**src/rtl/sweep_pkg.sv**
```systemverilog
// sweep_pkg: shared types and sizes for the truth table sweeper
package sweep_pkg;
    localparam int NUM_COMBOS = 8;
    localparam int IDX_W = 3;
    localparam int CNT_W = 4;
    typedef enum logic [2:0] {IDLE, APPLY, SETTLE, SAMPLE, DONE} state_t;
endpackage

```
**src/rtl/sweep_settle_timer.sv**
```systemverilog
// sweep_settle_timer: loadable down-counter with an expire flag at zero
module sweep_settle_timer #(
    parameter int W = 8
) (
    input  logic         clk,
    input  logic         rst,
    input  logic         load,
    input  logic [W-1:0] value,
    output logic         expired
);
    logic [W-1:0] cnt;
    always_ff @(posedge clk) begin
        if (rst) cnt <= '0;
        else if (load) cnt <= value;
        else if (cnt != '0) cnt <= cnt - 1'b1;
    end
    assign expired = cnt == '0;
endmodule

```
**src/rtl/truth_table_sweeper.sv**
```systemverilog
// truth_table_sweeper: sweeps all 3-input combinations and checks dut_out against a truth table
// SWEEP_EARLY_ABORT_EN: stop at the first mismatching combination
module truth_table_sweeper
    import sweep_pkg::*;
#(
    parameter int SETTLE_CYCLES = 4
) (
    input  logic       clk,
    input  logic       rst,
    input  logic       start,
    input  logic [7:0] expected,
    input  logic       dut_out,
    output logic [2:0] dut_in,
    output logic       busy,
    output logic       done,
    output logic       pass,
    output logic [7:0] observed,
    output logic [2:0] first_fail,
    output logic [3:0] mismatch_count
);
    // the timer is loaded on leaving APPLY, so SETTLE ends on the cycle it reads zero
    localparam logic [7:0] SETTLE_LOAD = (SETTLE_CYCLES == 0) ? 8'd0 : 8'(SETTLE_CYCLES - 1);
    localparam logic [IDX_W-1:0] LAST_IDX = IDX_W'(NUM_COMBOS - 1);
    state_t state;
    logic [IDX_W-1:0] idx;
    logic [IDX_W-1:0] bit_pos;
    logic [CNT_W-1:0] cnt_next;
    logic miss;
    logic finish;
    logic expired;
    assign bit_pos = LAST_IDX - idx;
    assign miss = dut_out != expected[bit_pos];
    assign cnt_next = mismatch_count + CNT_W'(miss);
`ifdef SWEEP_EARLY_ABORT_EN
    assign finish = miss || idx == LAST_IDX;
`else
    assign finish = idx == LAST_IDX;
`endif
    assign dut_in = idx;
    sweep_settle_timer #(.W(8)) u_timer (
        .clk(clk),
        .rst(rst),
        .load(state == APPLY),
        .value(SETTLE_LOAD),
        .expired(expired)
    );
    always_ff @(posedge clk) begin
        if (rst) begin
            state <= IDLE;
            idx <= '0;
            busy <= 1'b0;
            done <= 1'b0;
            pass <= 1'b0;
            observed <= '0;
            first_fail <= '0;
            mismatch_count <= '0;
        end else begin
            case (state)
                IDLE, DONE: if (start) begin
                    state <= APPLY;
                    idx <= '0;
                    busy <= 1'b1;
                    done <= 1'b0;
                    pass <= 1'b0;
                    observed <= '0;
                    first_fail <= '0;
                    mismatch_count <= '0;
                end
                APPLY: state <= (SETTLE_CYCLES == 0) ? SAMPLE : SETTLE;
                SETTLE: if (expired) state <= SAMPLE;
                SAMPLE: begin
                    observed[bit_pos] <= dut_out;
                    if (miss) begin
                        mismatch_count <= cnt_next;
                        if (mismatch_count == '0) first_fail <= idx;
                    end
                    if (finish) begin
                        state <= DONE;
                        busy <= 1'b0;
                        done <= 1'b1;
                        pass <= cnt_next == '0;
                    end else begin
                        state <= APPLY;
                        idx <= idx + 1'b1;
                    end
                end
                default: state <= IDLE;
            endcase
        end
    end
endmodule

```
**config.mk**
```make
export PLATFORM = sky130hd
export DESIGN_NAME = truth_table_sweeper
export DESIGN_NICKNAME = d
export VERILOG_FILES = /design/src/rtl/sweep_pkg.sv /design/src/rtl/sweep_settle_timer.sv /design/src/rtl/truth_table_sweeper.sv
export SDC_FILE = /design/constraint.sdc
export NUM_CORES = 1
export LEC_CHECK = 0
export CAP_MARGIN = 30
export CORE_ASPECT_RATIO = 1.4
export CORE_MARGIN = 2
export CORE_UTILIZATION = 55
export DETAILED_ROUTE_END_ITERATION = 10
export PLACE_DENSITY = 0.84
export SETUP_SLACK_MARGIN = 0.3
export SLEW_MARGIN = 15
export SYNTH_ARGS = -nofsm -noshare
export SYNTH_HDL_FRONTEND = slang
export SYNTH_SLANG_ARGS = --single-unit
```
**constraint.sdc**
```tcl
create_clock -name clk -period 7.2 [get_ports clk]
set_input_delay 2.16 -clock clk [delete_from_list [all_inputs] [get_ports clk]]
set_output_delay 2.16 -clock clk [all_outputs]
set_load 0.05 [all_outputs]
```
==> reports/results.txt, run 1 <==
synth unique cells: 46
FP Rows: 23
worst hold path type: register to register
most area-hungry cell type in the Yosys netlist: dfxtp_1
Post-CTS Resized: 0
Top FF cell, synth: dfxtp_1
critical-path cell list: clkdlybuf4s50_1
met2 WL: 2.03 mm
final hold slack: 474 ps
FF-to-FF Start: dut_in[2]
wire length on met1: 1.68 mm
fin crit period: 4120 ps
cts bufs inserted: 5
Synth top cells by count: 32 x dfxtp_1, 25 x nor2_1, 16 x a21oi_1, 16 x nand2_1, 9 x nand3_1
drt total wl: 4.06 mm
Pre-antenna DRT Iters: 4
Synthesized Nets: 216
CTS tree: yes
fill cell count: 226
Avg Inst Size Synth: 8.40 sq um
unrepaired setup endpoints after global routing: false
Worst VDD drop: 0.187 mV
clock root buffer: clkbuf_8
CP Launch Type: register
initial drt markers: 80
FF+latch area: 641 sq um
synth warn: 0
Initial Util: 0.581
Reg2Reg Setup Slack: 4580 ps
crit path max fanout: 18
Post-Syn Area: 1670 sq um
share of layout cells above drive strength 1: 0.0742
#FFs+latches synth: 32
global-route wire length before repair: 6.82 mm
vias: 1,592
gpl congestion: 0.874
Via density: 5.98
IO Pins: 33
Cells after Synth: 199
hold bufs inserted after CTS: 0
Relative slew margins: 0.564
die span in y: 69.2 um
CP Class: register to output pin
Worst Tran Pin Value: 653 ps
buffer and inverter count on the worst path: 1
Finished Layout Cells: 266
hpwl dp: 2.80 mm
Multi-input gate area: 953 sq um
Highest Signal Layer: met4
clk_lat worst skew: 290 ps
CTS Sinks: 32
Critical Path RT: 5040 ps
ys async rst share: 0
final-report hold violation count: 0
full die area: 3500 sq um
pin count of the biggest net entering global routing: 32
status: complete, no violations
WL met3: 238 um
Residual DRC: 0
final antenna-violating net count: 0
placed insts: 258
Tcrit/Tclk final: 0.572
worst r2r dst: pass
Crit path depth: 1
Power Density: 238 nW/um^2
Remaining Overflow, GRT: 0
vias in the first global route: 1,551
Max Slew Vio Count: 0
Critical Path Sink: dut_in[2]
post-synthesis sequential area ratio: 0.383
Area contributors post-synth: dfxtp_1 38%, nor2_1 5.6%, a21oi_1 4.8%
slowest cell on the critical path: clkdlybuf4s50_1
clock-pin slew on the worst setup and hold paths: 60 ps
Area Overhead vs Synth: 25.3%
die span in x: 50.6 um
CP delay by family, top: buffers and inverters
Total Routing Usage GR: 0.252
CP Capture Type: output pin
CTS H-tree depth: 2
# diodes: 0
Crit path arrival time: 1960 ps
core area: 2880 sq um
post-CTS setup buffers: 0
CTS max path bufs: 2
Max Cap Viol: 0
Pwr Total: 499 uW
setup tns final: 0 ps
r2r worst-path depth: 10
top cell type's share of synthesized area: 0.383
wire per inst: 15.2 um
antenna violations before repair: 0
Clock Skew: 3.87 ps
Leak Pwr: 0.744 nW
Nets: 246
Port-buffer cells: 32
maximum clock rate: 243 MHz
crit-path max cell delay: 920 ps
Post-synth EDFFs: 0
most frequent cell after synthesis: dfxtp_1
Critical Path Start: dut_in[2]
Final Setup Violations: 0
-- per-layer routing --
metal / GRT usage / vias up
li1: - / 774
met1: 0.307 / 746
met2: 0.395 / 56
met3: 0.0647 / 16
met4: 0.144 / 0
met5: 0 / -
-- tightest hold or removal path: cells and delay by family, from the launching register on --
| family | cells | cell delay (ps) |
|---|---|---|
| flip-flops | 1 | 300 |
| AO/OA/AOI/OAI | 2 | 120 |
-- worst min path at each step --
stage | start | endpoint | slack, ps | cells past startpoint
final | observed[2] | observed[2] | 470 | 2
after global placement | observed[4] | observed[4] | 460 | 2
after CTS | observed[2] | observed[2] | 480 | 2
after floorplan | u_timer.cnt[3] | u_timer.cnt[3] | 460 | 2
after detailed placement | observed[2] | observed[2] | 470 | 2
after global routing | first_fail[1] | first_fail[1] | 510 | 2
-- placed cells by master (no fill, tap or decap), types with 2 or more instances in the layout --
cell,count
o21a_1,3
o211ai_1,2
o32ai_1,3
clkdlybuf4s50_1,32
o21ai_1,2
a22oi_1,2
clkbuf_8,7
nor3_1,3
xnor2_1,6
nand3_1,9
dfxtp_1,32
inv_1,6
mux2i_1,4
nand3b_1,5
ha_1,5
o21ai_0,8
nand2_1,16
o311ai_0,2
nor2_1,25
a31oi_1,3
xor2_1,4
nor2b_1,2
a21oi_1,16
nand4_1,7
nand2b_1,3
mux2_2,2
-- registers in the layout, indices dropped and copies added (netlist names) --
signal          flops
dut_in              3
done                1
state               3
pass                1
observed            8
busy                1
first_fail          3
u_timer.cnt         8
mismatch_count      4
-- cells by family after synthesis --
kind of cell	synth area share
adders and majority gates	0.0374
AOI/OAI and AO/OA	0.185
xor gates and xnor gates	0.0524
DFF	0.383
muxes	0.0442
buffers and inverters	0.0464
and+or+nand+nor	0.252
-- final cells by class --
class / count / area share
clock buffers: 7 / 0.0460
inverters: 6 / 0.0108
multi-input cells: 151 / 0.455
flip-flops and latches: 32 / 0.306
well taps: 37 / 0.0221
repair buffers: 33 / 0.160
-- where the power goes --
part           switching [mW]  internal [mW]  total [mW]
clock network          0.0632         0.0849       0.148
logic                  0.0776         0.0618       0.139
registers              0.0166          0.195       0.211
-- through the flow --
step | area, sq um | utilization | setup slack (ps)
3_3_place_gp | 1980 | 0.689 | 2910
2_1_floorplan | 1670 | - | 3390
6_report | 2090 | 0.728 | 3080
5_1_grt | 2090 | 0.728 | 3010
3_5_place_dp | 1980 | 0.689 | 2820
4_1_cts | 2080 | 0.723 | 3090
Note: power is estimated with default switching activity, not from simulation.
==> run 2: changes to the inputs <==
- CORE_UTILIZATION: 55 -> 51
- PLACE_DENSITY: 0.84 -> 0.79
- clock period: 7.2 -> 4.2 ns (I/O delays scaled with it)
==> reports/results.txt, run 2 (synthesis results as in run 1) <==
status: complete, no violations
Clock Skew: 3.51 ps
critical-path cell list: clkdlybuf4s50_1
Residual DRC: 0
Total Routing Usage GR: 0.233
Remaining Overflow, GRT: 0
placed insts: 261
worst hold path type: register to register
CTS tree: yes
setup tns final: 0 ps
Finished Cell Area: 2100 sq um
pin count of the biggest net entering global routing: 19
Pre-antenna DRT Iters: 4
Port-buffer cells: 32
Finished Layout Cells: 269
drt total wl: 3.84 mm
Worst Tran Pin Value: 614 ps
unrepaired setup endpoints after global routing: false
gpl congestion: 0.819
Initial Util: 0.535
CP Capture Type: output pin
Nets: 246
hold bufs inserted after CTS: 0
Critical Path RT: 2940 ps
Leak Pwr: 0.747 nW
clk_lat worst skew: 280 ps
IO Pins: 33
GR Util met2: 0.400
CP Launch Type: register
CP Class: register to output pin
initial drt markers: 43
fin crit period: 3180 ps
die span in x: 52.4 um
clock-pin slew on the worst setup and hold paths: 70 ps
vias in the first global route: 1,493
Max Cap Viol: 0
Power Density: 419 nW/um^2
core area: 3120 sq um
clock root buffer: clkbuf_8
Placed Area: 1990 sq um
FP Rows: 24
antenna violations before repair: 0
CTS H-tree depth: 2
CTS Sinks: 32
most frequent cells in the layout: 32 x dfxtp_1, 32 x clkdlybuf4s50_1, 25 x nor2_1
vias: 1,558
Worst VDD drop: 0.310 mV
CP delay by family, top: buffers and inverters
Tcrit/Tclk final: 0.756
biggest regs: observed (8), u_timer.cnt (8), mismatch_count (4)
hpwl dp: 2.61 mm
# diodes: 0
Relative slew margins: 0.590
Final Setup Violations: 0
crit path max fanout: 18
Max Slew Vio Count: 0
Post-CTS Resized: 0
crit-path max cell delay: 920 ps
share of layout cells above drive strength 1: 0.0739
met3 Resource Use GR: 0.0729
full die area: 3760 sq um
wire per inst: 14.3 um
global-route wire length before repair: 6.51 mm
global-route met1 utilization: 0.249
post-CTS setup buffers: 0
maximum clock rate: 315 MHz
Pwr Total: 881 uW
buffer and inverter count on the worst path: 1
busiest grt layer: met2
cts bufs inserted: 5
die span in y: 71.7 um
Via density: 5.79
fin util: 0.673
CTS max path bufs: 2
Crit path arrival time: 1920 ps
final antenna-violating net count: 0
slowest cell on the critical path: clkdlybuf4s50_1
Area Overhead vs Synth: 25.7%
final-report hold violation count: 0
[run 2: final timing paths]
kind                from     endpoint  slack, ps  depth (start not counted)
min          observed[4]  observed[4]        470                          2
min reg2reg  observed[4]  observed[4]        470                          2
max            dut_in[2]    dut_in[2]       1020                          1
max reg2reg    dut_in[2]         pass       1690                         10
[run 2: power breakdown]
group          internal, mW  switching, mW  leakage, nW
Combinational         0.105          0.126        0.432
Clock                 0.176          0.113       0.0552
Sequential            0.333         0.0280        0.260
Total                 0.614          0.267        0.747
[run 2: metal layers]
metal,vias to the layer above,wire length [um]
li1,770,-
met1,743,1570
met3,7,186
met2,38,2010
met4,0,66
met5,-,0
[run 2: final cells by class]
type	instances	area [sq um]
timing repair buffer	33	328
fill	287	1020
clock inverter	2	35.0
sequential	32	641
inverter	6	22.5
tap	39	48.8
clock buffer	6	72.6
multi-input combinational	151	953
[run 2: per-stage QoR]
stage          setup slack [ps]  hold WS [ps]
2_1_floorplan              1290           456
3_3_place_gp                796           463
3_5_place_dp                774           465
4_1_cts                    1010           474
5_1_grt                     935           493
6_report                   1020           470
[run 2: worst reg2reg max path, delay by kind of cell, from the launching register on]
family,cells,cell delay (ps)
mux,1,150
fa+ha+maj,2,420
xor+xnor,2,270
flops,1,710
compound gates,2,450
simple gates,3,430
==> run 3: changes to the inputs <==
- clock period: 4.2 -> 3 ns (I/O delays scaled with it)
==> reports/results.txt, run 3 (synthesis results as in run 1) <==
status: complete, no violations
CTS H-tree depth: 2
Relative slew margins: 0.597
gpl congestion: 0.846
Max Slew Vio Count: 0
cts bufs inserted: 5
critical-path cell list: clkdlybuf4s50_1
fin crit period: 2630 ps
Tcrit/Tclk final: 0.878
Via density: 5.80
unrepaired setup endpoints after global routing: false
clock root buffer: clkbuf_8
Critical Path Sink: dut_in[2]
Total Routing Usage GR: 0.232
Leak Pwr: 0.821 nW
Final Setup Violations: 0
CTS Sinks: 32
CP delay by family, top: buffers and inverters
crit path max fanout: 8
vias in the first global route: 1,570
CTS tree: yes
Remaining Overflow, GRT: 0
initial drt markers: 89
drt total wl: 3.94 mm
wire per inst: 14.2 um
Power Density: 572 nW/um^2
Pre-antenna DRT Iters: 5
fill cell count: 259
biggest regs: observed (8), u_timer.cnt (8), mismatch_count (4)
CP Capture Type: output pin
Nets: 254
buffer and inverter count on the worst path: 1
final-report hold violation count: 0
Reg2Reg Setup Slack: 470 ps
final antenna-violating net count: 0
r2r worst-path depth: 11
die span in x: 52.4 um
antenna violations before repair: 0
FP Rows: 24
CTS max path bufs: 2
most common cell after layout, fill and taps aside: dfxtp_1
IO Pins: 33
Initial Util: 0.535
pin count of the biggest net entering global routing: 18
hpwl dp: 2.75 mm
CP Class: register to output pin
Area Overhead vs Synth: 30.1%
Pwr Total: 1.24 mW
core area: 3120 sq um
Residual DRC: 0
Critical Path Start: dut_in[2]
FF+latch area: 641 sq um
setup tns final: 0 ps
Clock Skew: 2.86 ps
maximum clock rate: 380 MHz
worst r2r dst: pass
full die area: 3760 sq um
Worst VDD drop: 0.442 mV
FF-to-FF Start: dut_in[2]
share of layout cells above drive strength 1: 0.118
Max Cap Viol: 0
clock-pin slew on the worst setup and hold paths: 70 ps
Crit path arrival time: 1730 ps
most frequent cells in the layout: 32 x dfxtp_1, 25 x nor2_1, 22 x clkdlybuf4s50_1
Critical Path RT: 2100 ps
CP Launch Type: register
Port-buffer cells: 32
slowest cell on the critical path: clkdlybuf4s50_1
# diodes: 0
worst hold path type: register to register
Worst Tran Pin Value: 603 ps
clk_lat worst skew: 280 ps
Crit path depth: 1
die span in y: 71.7 um
vias: 1,607
Multi-input gate area: 976 sq um
crit-path max cell delay: 880 ps
global-route wire length before repair: 6.71 mm
## run 3: stage by stage
| stage | hold WS [ps] | instances | utilization | area (sq um) | worst slack, ps |
|---|---|---|---|---|---|
| 2_1_floorplan | 456 | 199 | - | 1670 | 434 |
| 3_3_place_gp | 463 | 267 | 0.653 | 2040 | 40.7 |
| 3_5_place_dp | 464 | 267 | 0.653 | 2040 | -31.3 |
| 4_1_cts | 476 | 277 | 0.696 | 2170 | 311 |
| 5_1_grt | 490 | 277 | 0.696 | 2170 | 324 |
| 6_report | 472 | 277 | 0.696 | 2170 | 367 |
## run 3: final cells by class
| cell class | count | share of cell area |
|---|---|---|
| multi-input cells | 151 | 0.449 |
| flip-flops and latches | 32 | 0.295 |
| repair buffers | 41 | 0.174 |
| clock buffers | 6 | 0.0334 |
| well taps | 39 | 0.0224 |
| clock inverters | 2 | 0.0161 |
| inverters | 6 | 0.0104 |
## run 3: worst min path at each step
stage                    from  slack, ps  cells after the start             end
2_1_floorplan  u_timer.cnt[3]        460                      2  u_timer.cnt[3]
3_5_place_dp      observed[4]        460                      2     observed[4]
6_report          observed[4]        470                      2     observed[4]
5_1_grt           observed[4]        490                      2     observed[4]
4_1_cts           observed[4]        480                      2     observed[4]
3_3_place_gp      observed[4]        460                      2     observed[4]
## run 3: metal layers
metal	track usage	routed length, um	share of wire
met2	0.382	1960	0.50
met5	0	0	0
met3	0.0625	225	0.057
met1	0.282	1670	0.42
met4	0.0912	87	0.022
## run 3: report_power, final
| part | switching, mW | internal, mW | total (mW) |
|---|---|---|---|
| Combinational | 0.182 | 0.150 | 0.332 |
| Clock | 0.160 | 0.246 | 0.406 |
| Sequential | 0.0388 | 0.467 | 0.505 |
| Total | 0.381 | 0.863 | 1.24 |
## run 3: repair_timing
action,4_1_cts,5_1_grt
pin swaps,7,0
resized for setup,13,1
gates cloned,0,0
setup buffers,2,0
setup endpoints to repair,2,1
hold buffers,0,0
